===== config.mk =====
export PLATFORM = sky130hd
export DESIGN_NAME = softermax_norm_scheduler
export DESIGN_NICKNAME = d
export VERILOG_FILES = /design/src/rtl/softermax_norm_scheduler.sv
export SDC_FILE = /design/constraint.sdc
export NUM_CORES = 1
export LEC_CHECK = 0
export BUFFER_PORTS_ARGS = -buffer_cell sky130_fd_sc_hd__buf_2
export CAP_MARGIN = 15
export CORE_MARGIN = 8
export CORE_UTILIZATION = 48
export CTS_BUF_LIST = sky130_fd_sc_hd__clkbuf_8
export CTS_CLUSTER_DIAMETER = 30
export DETAILED_ROUTE_END_ITERATION = 10
export PLACE_DENSITY = 0.78
export SLEW_MARGIN = 25
export SYNTH_ARGS = -nofsm -noshare
export SYNTH_HDL_FRONTEND = slang
export SYNTH_SLANG_ARGS = --single-unit

===== constraint.sdc =====
create_clock -name clk -period 3.1 [get_ports clk]
set_input_delay 0.465 -clock clk [delete_from_list [all_inputs] [get_ports clk]]
set_output_delay 0.465 -clock clk [all_outputs]
set_load 0.02 [all_outputs]

===== src/rtl/softermax_norm_scheduler.sv =====
// softermax_norm_scheduler
// Row-level admission and sequencing controller for the softermax global
// normalization datapath. It sees only handshakes and flags; no data passes
// through it.
//
// Ports:
//   clk, rst            clock (rising edge), asynchronous active-low reset
//   up_valid/up_ready   upstream beat handshake; up_last marks a row's last beat
//   dp_in_valid/ready   gated beat handshake into the datapath
//   dp_out_valid/ready  datapath output handshake (passed straight through)
//   out_valid/ready     downstream handshake; out_last/out_row_id tag each beat
//   flush/flush_done    drain request and one-cycle completion pulse
//   rows_in_flight      admitted rows whose last output beat has not left yet
//   err                 sticky protocol error
//
// Handshake semantics: a beat transfers on a rising edge where valid and
// ready are both 1. A valid, once raised, is held with its beat until it
// transfers; ready may be asserted independently of valid.
//
// Optional feature: define SOFTERMAX_NORM_SCHED_CHECK_EN to build the
// protocol checker that drives err. Without it err is tied to 0 and
// up_last is ignored.

module softermax_norm_scheduler #(
  parameter int TOTAL_DIM    = 16,
  parameter int PARALLELISM  = 4,
  parameter int MAX_ROWS     = 4,
  parameter int ROW_ID_WIDTH = 4
) (
  input  logic                              clk,
  input  logic                              rst,
  input  logic                              up_valid,
  input  logic                              up_last,
  output logic                              up_ready,
  output logic                              dp_in_valid,
  input  logic                              dp_in_ready,
  input  logic                              dp_out_valid,
  output logic                              dp_out_ready,
  output logic                              out_valid,
  input  logic                              out_ready,
  output logic                              out_last,
  output logic [ROW_ID_WIDTH-1:0]           out_row_id,
  input  logic                              flush,
  output logic                              flush_done,
  output logic [$clog2(MAX_ROWS+1)-1:0]     rows_in_flight,
  output logic                              err
);

  localparam int DEPTH = TOTAL_DIM / PARALLELISM;
  localparam int CW    = (DEPTH > 1) ? $clog2(DEPTH) : 1;
  localparam int RW    = $clog2(MAX_ROWS + 1);
  localparam logic [CW-1:0] CNT_LAST = CW'(DEPTH - 1);
  localparam logic [RW-1:0] ROWS_MAX = RW'(MAX_ROWS);

  typedef enum logic [1:0] {ST_RUN, ST_DRAIN, ST_DONE} state_t;

  state_t        state;
  logic [CW-1:0] in_cnt;
  logic [CW-1:0] out_cnt;
  logic          admit;
  logic          in_hs;
  logic          out_hs;
  logic          row_start;
  logic          row_end;

  // Mid-row beats always pass; a row start needs RUN and a free credit.
  // Only registered state feeds admit, so out_ready never reaches up_ready.
  assign admit       = (in_cnt != '0) | ((state == ST_RUN) & (rows_in_flight < ROWS_MAX));
  assign dp_in_valid = up_valid & admit;
  assign up_ready    = dp_in_ready & admit;

  assign out_valid    = dp_out_valid;
  assign dp_out_ready = out_ready;
  assign out_last     = (out_cnt == CNT_LAST);

  assign in_hs     = up_valid & up_ready;
  assign out_hs    = out_valid & out_ready;
  assign row_start = in_hs & (in_cnt == '0);
  assign row_end   = out_hs & out_last;

  // Beat position counters. With DEPTH == 1 CNT_LAST is 0, so both stay at 0.
  always_ff @(posedge clk or negedge rst) begin
    if (!rst) begin
      in_cnt  <= '0;
      out_cnt <= '0;
    end else begin
      if (in_hs)  in_cnt  <= (in_cnt  == CNT_LAST) ? '0 : in_cnt  + CW'(1);
      if (out_hs) out_cnt <= (out_cnt == CNT_LAST) ? '0 : out_cnt + CW'(1);
    end
  end

  // Row credit and output tag. Decrement saturates at 0; increment is bounded
  // by admission but still clamped to MAX_ROWS.
  always_ff @(posedge clk or negedge rst) begin
    if (!rst) begin
      rows_in_flight <= '0;
      out_row_id     <= '0;
    end else begin
      if (row_start && !row_end) begin
        if (rows_in_flight != ROWS_MAX) rows_in_flight <= rows_in_flight + RW'(1);
      end else if (row_end && !row_start) begin
        if (rows_in_flight != '0) rows_in_flight <= rows_in_flight - RW'(1);
      end
      if (row_end) out_row_id <= out_row_id + ROW_ID_WIDTH'(1);
    end
  end

  // Drain sequencer. flush_done is registered and high exactly in DONE.
  always_ff @(posedge clk or negedge rst) begin
    if (!rst) begin
      state      <= ST_RUN;
      flush_done <= 1'b0;
    end else begin
      case (state)
        ST_RUN: begin
          flush_done <= 1'b0;
          if (flush) state <= ST_DRAIN;
        end
        ST_DRAIN: begin
          if (rows_in_flight == '0 && in_cnt == '0) begin
            state      <= ST_DONE;
            flush_done <= 1'b1;
          end
        end
        ST_DONE: begin
          state      <= ST_RUN;
          flush_done <= 1'b0;
        end
        default: begin
          state      <= ST_RUN;
          flush_done <= 1'b0;
        end
      endcase
    end
  end

`ifdef SOFTERMAX_NORM_SCHED_CHECK_EN
  // Flags a last marker on the wrong beat, or an output beat with no row open.
  always_ff @(posedge clk or negedge rst) begin
    if (!rst) begin
      err <= 1'b0;
    end else if ((in_hs && (up_last != (in_cnt == CNT_LAST))) ||
                 (out_hs && (rows_in_flight == '0))) begin
      err <= 1'b1;
    end
  end
`else
  logic unused_up_last;
  assign unused_up_last = up_last;
  assign err            = 1'b0;
`endif

endmodule


==> summary.md, run 1 <==
| Metric | Value |
|---|---|
| Status | `finished, final reports clean` |
| DRC | `0` |
| Metal-1 WL | `640 um` |
| Port Buf Inserts | `19` |
| Synth warnings | `0` |
| Fin nets | `around 110` |
| Number of synthesized flops with an enable pin | `0` |
| Metal2 WL | `approximately 550 um` |
| Final Hold Fails | `0` |
| Clock buffer depth | `2` |
| N_diodes | `0` |
| Antenna Nets Post-Route | `0` |
| Total Wirelength | `between 1000 and 1500 um` |
| First-pass GRT wire length | `2440 um` |
| DRT Pass-1 Iters | `4` |
| Clock latency on the worst-skew pair | `roughly 0.24 ns` |
| Post-synth top area cell | `dfrtp_1` |
| Vias in the first global route | `between 500 and 600` |
| CP Max Fanout | `6` |
| CP Data Arrival Time | `between 2 and 3 ns` |
| RSZ-0062 raised after global routing | `false` |
| Setup crit end kind | `register` |
| Req. time, crit path | `about 3.3 ns` |
| Synth area leaders | `dfrtp_1 (44%), ha_1 (7.8%), mux2_4 (3.7%)` |
| Startpoint Class | `register` |
| PwrDens | `roughly 920 nW/um2` |
| Setup TNS | `0 ns` |
| H-tree levels | `1` |
| Max-slew violations | `0` |
| Max Freq | `approximately 420 MHz` |
| CTS tree | `built` |
| IO Count | `22` |
| Std cell rows | `14` |
| Detail Placement HPWL | `1060 um` |
| Sequential area share after synthesis | `0.437` |
| Clock Skew | `0.00316 ns` |
| Drt wl/cell | `roughly 12 um` |
| HP Class | `input pin to async pin` |
| CTS clk-pin slew, worst paths | `about 0.06 ns` |
| Synth-to-Final Area Change | `17.0%` |
| Crit Path Class | `register to register` |
| Grt total ovfl | `0` |
| Static Leak | `0.490 nW` |
| Pin count of the biggest net entering global routing | `15` |
| Antenna violations before repair | `0` |
| Post-Syn Area | `802 um2` |
| Minimum clock period after layout | `between 2 and 2.5 ns` |
| Async S/R FF share, synth | `1.00` |
| Post-cts sizing count | `0` |
| Post-synth top cells | `dfrtp_1 (14), nor2_1 (8), ha_1 (5), inv_1 (5)` |
| Max rail drop VDD | `about 0.5 mV` |
| Hold-fix buffers, CTS | `0` |
| Routability-driven placement congestion ratio | `between 0.6 and 0.7` |
| Via density | `about 5.2` |
| Endpoints failing setup | `0` |
| Top FF cell, synth | `dfrtp_1` |
| Drt initial violations | `7` |
| Clock tree sinks | `14` |
| Layout cells sized above 1 | `0.356` |
| Syn_nets | `85` |
| Design area | `around 940 um2` |
| Synthesized area per cell | `11.3 um2` |
| Die area | `~3200 um2` |
| Hold_ws | `just over 0.1 ns` |
| Count leader, synth | `dfrtp_1` |
| Die Width | `56.9 um` |
| Met3 wire len | `106 um` |
| Max Used Layer | `met4` |
| Max Cap Violations | `0` |
| Tcrit/Tclk final | `0.761` |
| Postcts setup bufs | `0` |
| DIE HEIGHT | `roughly 57 um` |
| CTS Root Buffer Type | `clkbuf_8` |
| Flops & latches, synth | `14` |
| Via count | `554` |
| Core ar. | `between 1500 and 2000 um2` |
| Initial Utilization | `0.520` |
| Cts bufs inserted | `3` |
| Placed Area | `between 800 and 900 um2` |
| Gr usage total | `0.0921` |
| Synth cell types | `30` |
| Mapped Cells | `slightly above 70` |
| Top cell type's share of synthesized area | `0.437` |
==> per-stage QoR <==
| step | total power, mW | setup WS, ns | utilization | cells |
|---|---|---|---|---|
| finish | 0.864 | 0.741 | 0.609 | 106 |
| global route | 0.946 | 0.473 | 0.609 | 106 |
| CTS | 0.878 | 0.711 | 0.609 | 106 |
| detailed placement | 0.700 | 0.756 | 0.573 | 102 |
| global placement | 0.687 | 0.769 | 0.573 | 102 |
| floorplan | 0.606 | 0.972 | - | 71 |
==> path summary, 6_finish.rpt <==
kind / from / end / slack (ns) / cells past startpoint
min in group clk: out_row_id[3] / out_row_id[3] / 0.46 / 1
worst min register to register: out_row_id[3] / out_row_id[3] / 0.46 / 1
max in group asynchronous: rst / rows_in_flight[0] / 2.76 / 1
worst max-delay path: in_cnt[0] / rows_in_flight[2] / 0.74 / 10
worst max register to register: in_cnt[0] / rows_in_flight[2] / 0.74 / 10
worst min-delay path: rst / out_row_id[3] / 0.10 / 1
==> cell type report <==
type                       instances  area, um2
multi-input combinational         48        399
inverter                           5       18.8
clock buffer                       4       55.1
fill                             129        603
timing repair buffer              19       95.1
tap                               16       20.0
sequential                        14        350
==> logic make-up (layout without fill, tap and decap cells) <==
family	Yosys count	count (layout)	synth area share
AOI/OAI and AO/OA	11	11	0.119
xor gates and xnor gates	4	4	0.0437
adders and majority gates	6	6	0.103
buffers and inverters	9	28	0.0655
DFF	14	14	0.437
muxes	4	4	0.0655
other	1	1	0.00468
and+or+nand+nor	22	22	0.162
==> worst max-delay path, cell delays in order, from the launching register on <==
cell and delay (ns):
dfrtp_1 0.41, inv_1 0.07, ha_1 0.22, nand3_1 0.09
nor4_1 0.19, ha_1 0.33, inv_1 0.08, fa_1 0.42
o211a_1 0.15, o21ai_0 0.17, o211a_1 0.17
==> per-layer routing <==
| metal | track usage | vias to the layer above |
|---|---|---|
| li1 | - | 280 |
| met5 | 0 | - |
| met4 | 0.0403 | 0 |
| met3 | 0.0539 | 2 |
| met2 | 0.119 | 15 |
| met1 | 0.118 | 257 |
==> layout by cell type (no fill, tap or decap) <==
cell,count
o211a_1,2
dfrtp_1,14
a21o_1,2
fa_1,1
nor2_1,8
nand3_1,3
and3b_1,1
and3_4,1
conb_1,1
o31ai_4,1
inv_1,5
mux2_4,2
nand2_1,1
xor2_1,1
and2_2,2
xnor2_1,3
clkbuf_8,4
ha_1,5
o21ai_0,2
nand4_1,1
a221oi_1,1
nor3_1,1
a21oi_1,1
a211oi_1,2
nor3b_1,1
nor4b_2,1
mux2_2,2
buf_2,19
nor4_1,1
nor2b_1,1
==> registers in the layout, indices dropped and copies added, names as in the netlist <==
name,cells
state,2
in_cnt,2
out_cnt,2
flush_done,1
out_row_id,4
rows_in_flight,3
==> power breakdown <==
part / internal (mW) / switching [mW] / total [mW]
logic: 0.171 / 0.180 / 0.352
registers: 0.255 / 0.0823 / 0.338
clock network: 0.112 / 0.0620 / 0.174
total: 0.539 / 0.324 / 0.864
Note: power is estimated with default switching activity, not from simulation.
==> run 2: changes to the inputs <==
clock period = 2.4 ns   (was 3.1 ns; I/O delays follow)
==> run 2 against run 1 <==
Effect of this change:
- clock power is 30% higher
- combinational power is 38% higher
- final cell count is 1.9% higher
- design area is 2.8% higher
- total power is 34% higher
- register-to-register slack worse by 0.57 ns
==> summary.md, run 2 (synthesis gave the netlist of run 1 again) <==
| Metric | Value |
|---|---|
| Pin count of the biggest net entering global routing | `15 (unchanged)` |
| PwrDens | `1200 nW/um2 (was 920 nW/um2)` |
| Core ar. | `1540 um2 (unchanged)` |
| HP Class | `input pin to async pin (unchanged)` |
| Gr usage total | `0.0980 (was 0.0921)` |
| Max Cap Violations | `0 (unchanged)` |
| Synth-to-Final Area Change | `20.3% (was 17.0%)` |
| Die Width | `56.9 um (unchanged)` |
| Drt wl/cell | `14.3 um (was 12.4 um)` |
| Hold-fix buffers, CTS | `0 (unchanged)` |
| Layout cells sized above 1 | `0.402 (was 0.356)` |
| Worst reg2reg path startpoint | `in_cnt[0] (unchanged)` |
| Initial Utilization | `0.520 (unchanged)` |
| Final Hold Fails | `0 (unchanged)` |
| CTS tree | `built (unchanged)` |
| Static Leak | `0.499 nW (was 0.490 nW)` |
| Setup TNS | `0 ns (unchanged)` |
| Antenna Nets Post-Route | `0 (unchanged)` |
| Fin nets | `107 (was 105)` |
| DIE HEIGHT | `56.9 um (unchanged)` |
| Port Buf Inserts | `19 (unchanged)` |
| Max rail drop VDD | `0.501 mV (was 0.513 mV)` |
| Cts bufs inserted | `3 (unchanged)` |
| FILL cells | `121 (was 129)` |
| Top reg by flops | `out_row_id (unchanged)` |
| Setup crit end kind | `register (unchanged)` |
| Endpoints failing setup | `0 (unchanged)` |
| CP Max Fanout | `4 (was 6)` |
| Std cell rows | `14 (unchanged)` |
| Drt initial violations | `3 (was 7)` |
| Reg2Reg Depth | `10 (unchanged)` |
| DRC | `0 (unchanged)` |
| Largest register FFs | `4 (unchanged)` |
| Startpoint Class | `register (unchanged)` |
| CTS clk-pin slew, worst paths | `0.06 ns (about the same)` |
| Commonest cells after routing, fill and taps aside | `buf_2 (19), dfrtp_1 (14), nor2_1 (8), inv_1 (5), clkbuf_8 (4) (was buf_2 (19), dfrtp_1 (14), nor2_1 (8), inv_1 (5), ha_1 (5))` |
| Fin util | `0.626 (was 0.609)` |
| Detail Placement HPWL | `1140 um (was 1060 um)` |
| Commonest non-fill, non-tap cell in the layout | `buf_2 (unchanged)` |
| N_diodes | `0 (unchanged)` |
| Status | `finished, final reports clean (unchanged)` |
| CP startpoint | `in_cnt[0] (unchanged)` |
| Placed Cells | `104 (was 102)` |
| Clock latency on the worst-skew pair | `0.24 ns (about the same)` |
| Routability-driven placement congestion ratio | `0.685 (was 0.695)` |
| Vias in the first global route | `604 (was 538)` |
| First-pass GRT wire length | `2550 um (was 2440 um)` |
| Antenna violations before repair | `0 (unchanged)` |
| Tcrit/Tclk final | `0.929 (was 0.761)` |
| Via count | `604 (was 554)` |
| Via density | `5.59 (was 5.23)` |
| Die area | `3230 um2 (unchanged)` |
| Clock tree sinks | `14 (unchanged)` |
| Filler-free cell count of the finished design | `108 (was 106)` |
| CTS Root Buffer Type | `clkbuf_8 (unchanged)` |
| Top Registers | `out_row_id (4), rows_in_flight (3) (unchanged)` |
| Crit Path Class | `register to register (unchanged)` |
| CP Data Arrival Time | `2.41 ns (was 2.54 ns)` |
| Req. time, crit path | `2.58 ns (was 3.28 ns)` |
| Clock buffer depth | `2 (unchanged)` |
| H-tree levels | `1 (unchanged)` |
| RSZ-0062 raised after global routing | `false (unchanged)` |
| Total Wirelength | `1550 um (was 1320 um)` |
| DRT Pass-1 Iters | `4 (unchanged)` |
| IO Count | `22 (unchanged)` |
| Max-slew violations | `0 (unchanged)` |
| Clock Skew | `0.00114 ns (was 0.00316 ns)` |
| Minimum clock period after layout | `2.23 ns (was 2.36 ns)` |
| Max Freq | `449 MHz (was 424 MHz)` |
| Grt total ovfl | `0 (unchanged)` |
-- run 2: cell types whose count changed in the layout (fill, tap and decap cells not counted) --
cell    delta
buf_4      +2
nor4_1     -1
nor4_2     +1
ha_2       +2
ha_1       -2
-- run 2: critical path, cell delays in order, from the launching register on --
cell,delay (ns)
dfrtp_1,0.41
inv_1,0.08
ha_2,0.22
nand3_1,0.09
nor4_2,0.17
ha_2,0.24
inv_1,0.05
fa_1,0.42
o211a_1,0.15
o21ai_0,0.16
o211a_1,0.16
-- run 2: worst paths after layout --
kind	endpoint	slack (ns)
min reg2reg	out_row_id[3]	0.46
max reg2reg	rows_in_flight[2]	0.17
max in group asynchronous	rows_in_flight[2]	2.16
min in group clk	state[0]	0.38
min	out_row_id[2]	0.002
max	rows_in_flight[2]	0.17
-- run 2: metrics by stage --
step                      cell area [um2]  power [mW]  hold slack [ns]  setup slack [ns]
final                                 965        1.16          0.00209             0.171
after global routing                  965        1.25           0.0164            0.0501
after CTS                             953        1.17          0.00616            0.0700
after detailed placement              898       0.917            0.269             0.141
after global placement                898       0.892            0.262             0.196
after floorplan                       802       0.783           0.0644             0.272
-- run 2: layer usage --
metal	track usage	vias to the layer above	routed length, um
li1	-	286	-
met1	0.0991	294	631
met2	0.168	20	787
met3	0.0270	4	92
met4	0.0705	0	38
met5	0	-	0
-- run 2: layout make-up --
class / instances / area (um2) / area share
inverter: 5 / 18.8 / 0.0195
timing repair buffer: 21 / 110 / 0.114
clock buffer: 4 / 55.1 / 0.0571
tap: 16 / 20.0 / 0.0208
sequential: 14 / 350 / 0.363
multi-input combinational: 48 / 410 / 0.425
-- run 2: power by group --
group | total (mW) | switching (mW) | internal, mW
clock | 0.226 | 0.0813 | 0.145
sequential | 0.446 | 0.116 | 0.330
combinational | 0.484 | 0.249 | 0.235
total | 1.16 | 0.447 | 0.710
-- run 2: repair_timing --
action,in CTS,in global routing
gates resized for setup,0,3
buffers inserted,0,0
setup endpoints to repair,0,1
==> run 3: changes to the inputs <==
REMOVE_ABC_BUFFERS = 1   (was unset)
==> run 3 against run 2 <==
Effect of this change:
- the run now ends with negative hold slack left
- register-to-register slack improved by 0.03 ns
- via count decreased by 8.4%
- clock skew about the same
- utilization decreased by 0.49 points
- worst hold slack got worse by 0.0061 ns
- setup slack improved by 0.032 ns
- fmax increased by 1.4%
- final cell count decreased by 0.93%
- first-iteration DRC count increased by 67%
- critical path depth unchanged
- non-clock buffer count decreased by 1
- die area unchanged
- largest power group unchanged
- highest routed layer unchanged
==> summary.md, run 3 (synthesis gave the netlist of run 1 again) <==
| Metric | Value |
|---|---|
| Layout cells sized above 1 | `0.396 (was 0.402)` |
| Crit path cell chain | `inv_1, ha_2, nand3_1, nor4_2, ha_2, inv_1, fa_1, o211a_1, o21ai_0, o211a_1 (unchanged)` |
| Req. time, crit path | `2.58 ns (about the same)` |
| RSZ-0062 raised after global routing | `false (unchanged)` |
| Clock latency on the worst-skew pair | `0.24 ns (about the same)` |
| DRT Pass-1 Iters | `4 (unchanged)` |
| CP startpoint | `in_cnt[0] (unchanged)` |
| Setup crit end kind | `register (unchanged)` |
| Drt initial violations | `5 (was 3)` |
| Pin count of the biggest net entering global routing | `15 (unchanged)` |
| PwrDens | `1190 nW/um2 (was 1200 nW/um2)` |
| Area of the multi-input gates | `410 um2 (unchanged)` |
| Clock Skew | `0.00156 ns (was 0.00114 ns)` |
| Worst reg2reg path startpoint | `in_cnt[0] (unchanged)` |
| Cts bufs inserted | `3 (unchanged)` |
| Final Hold Fails | `9 (was 0)` |
| Placed Area | `891 um2 (was 898 um2)` |
| CTS clk-pin slew, worst paths | `0.06 ns (about the same)` |
| First-pass GRT wire length | `2570 um (was 2550 um)` |
| Minimum clock period after layout | `2.20 ns (was 2.23 ns)` |
| Status | `complete, but fails checks (was finished, final reports clean)` |
| Max rail drop VDD | `0.648 mV (was 0.501 mV)` |
| Endpoints failing setup | `0 (unchanged)` |
| IO Count | `22 (unchanged)` |
| Antenna violations before repair | `0 (unchanged)` |
| Max Cap Violations | `0 (unchanged)` |
| Commonest non-fill, non-tap cell in the layout | `buf_2 (unchanged)` |
| Clock tree sinks | `14 (unchanged)` |
| Crit Path Class | `register to register (unchanged)` |
| Number of buffer and inverter stages on the critical path | `2 (unchanged)` |
| Static Leak | `0.493 nW (was 0.499 nW)` |
| Synth-to-Final Area Change | `19.3% (was 20.3%)` |
| Gr usage total | `0.0971 (was 0.0980)` |
| Commonest cells after routing, fill and taps aside | `buf_2 (19), dfrtp_1 (14), nor2_1 (8), inv_1 (5), clkbuf_8 (4) (unchanged)` |
| CTS tree | `built (unchanged)` |
| Postcts setup bufs | `0 (unchanged)` |
| Core ar. | `1540 um2 (unchanged)` |
| HP Class | `input pin to async pin (unchanged)` |
| Initial Utilization | `0.520 (unchanged)` |
| Via count | `553 (was 604)` |
| Port Buf Inserts | `19 (unchanged)` |
| H-tree levels | `1 (unchanged)` |
| Vias in the first global route | `597 (was 604)` |
| Filler-free cell count of the finished design | `107 (was 108)` |
| Std cell rows | `14 (unchanged)` |
| Via density | `5.17 (was 5.59)` |
| N_diodes | `0 (unchanged)` |
| CP Max Fanout | `4 (unchanged)` |
| DRC | `0 (unchanged)` |
| Placed Cells | `103 (was 104)` |
| CP Data Arrival Time | `2.38 ns (was 2.41 ns)` |
| Post-cts sizing count | `0 (unchanged)` |
| Detail Placement HPWL | `1140 um (about the same)` |
| Clock buffer depth | `2 (unchanged)` |
| Sequential cell area | `350 um2 (unchanged)` |
| Hold-fix buffers, CTS | `0 (unchanged)` |
| Die area | `3230 um2 (unchanged)` |
| Total Wirelength | `1440 um (was 1550 um)` |
| Antenna Nets Post-Route | `0 (unchanged)` |
| Slowest cell on crit path | `fa_1 (unchanged)` |
| Failing checks | `negative hold slack` |
| Max Freq | `455 MHz (was 449 MHz)` |
| R2R Setup Slk | `0.20 ns (was 0.17 ns)` |
| Largest register FFs | `4 (unchanged)` |
| Drt wl/cell | `13.5 um (was 14.3 um)` |
| Hold_ws | `-0.00400 ns (was 0.00209 ns)` |
| Die Width | `56.9 um (unchanged)` |
| CTS Root Buffer Type | `clkbuf_8 (unchanged)` |
| Max incr delay on CP | `0.42 ns (about the same)` |
| Delay-heaviest family, CP | `adder cells (unchanged)` |
| Fin nets | `106 (was 107)` |
| Startpoint Class | `register (unchanged)` |
| Grt total ovfl | `0 (unchanged)` |
| Top reg by flops | `out_row_id (unchanged)` |
| Setup TNS | `0 ns (unchanged)` |
| Design area | `957 um2 (was 965 um2)` |
| FILL cells | `142 (was 121)` |
| Top Registers | `out_row_id (4), rows_in_flight (3) (unchanged)` |
| Max-slew violations | `0 (unchanged)` |
| Routability-driven placement congestion ratio | `0.677 (was 0.685)` |
| Tcrit/Tclk final | `0.916 (was 0.929)` |
| DIE HEIGHT | `56.9 um (unchanged)` |
-- run 3: cell count changes in the layout (fill, tap and decap cells not counted), sizes merged --
cell  delta
buf      -1
-- run 3: routing by layer --
layer  wire, um  vias up  track usage
li1           -      286            -
met1        645      249        0.106
met2        695       16        0.165
met3         83        2       0.0360
met4         19        0       0.0403
met5          0        -            0
-- run 3: worst paths after layout --
kind / to / cells after the start
setup / recovery: rows_in_flight[2] / 10
hold / removal: out_row_id[2] / 1
setup reg to reg: rows_in_flight[2] / 10
hold reg to reg: out_row_id[3] / 1
max in group asynchronous: rows_in_flight[1] / 1
min in group clk: state[0] / 3
-- run 3: through the flow --
step | hold slack, ns | worst slack (ns) | total power, mW | util
after floorplan | 0.0644 | 0.272 | 0.774 | -
after global placement | 0.270 | 0.225 | 0.891 | 0.578
after detailed placement | 0.267 | 0.178 | 0.918 | 0.578
after CTS | 0.00485 | 0.0893 | 1.15 | 0.614
after global routing | 0.0226 | 0.0370 | 1.23 | 0.621
final | -0.00400 | 0.202 | 1.14 | 0.621
-- run 3: final cells by class --
class                   instances  area share
flip-flops and latches         14       0.366
inverters                       5      0.0196
clock buffers                   4      0.0575
repair buffers                 20       0.107
well taps                      16      0.0209
multi-input cells              48       0.429
-- run 3: power breakdown --
part | leakage [nW] | switching, mW | internal (mW) | total, mW
Sequential | 0.179 | 0.116 | 0.330 | 0.445
Combinational | 0.286 | 0.240 | 0.232 | 0.471
Clock | 0.0288 | 0.0785 | 0.145 | 0.224
Total | 0.493 | 0.434 | 0.706 | 1.14
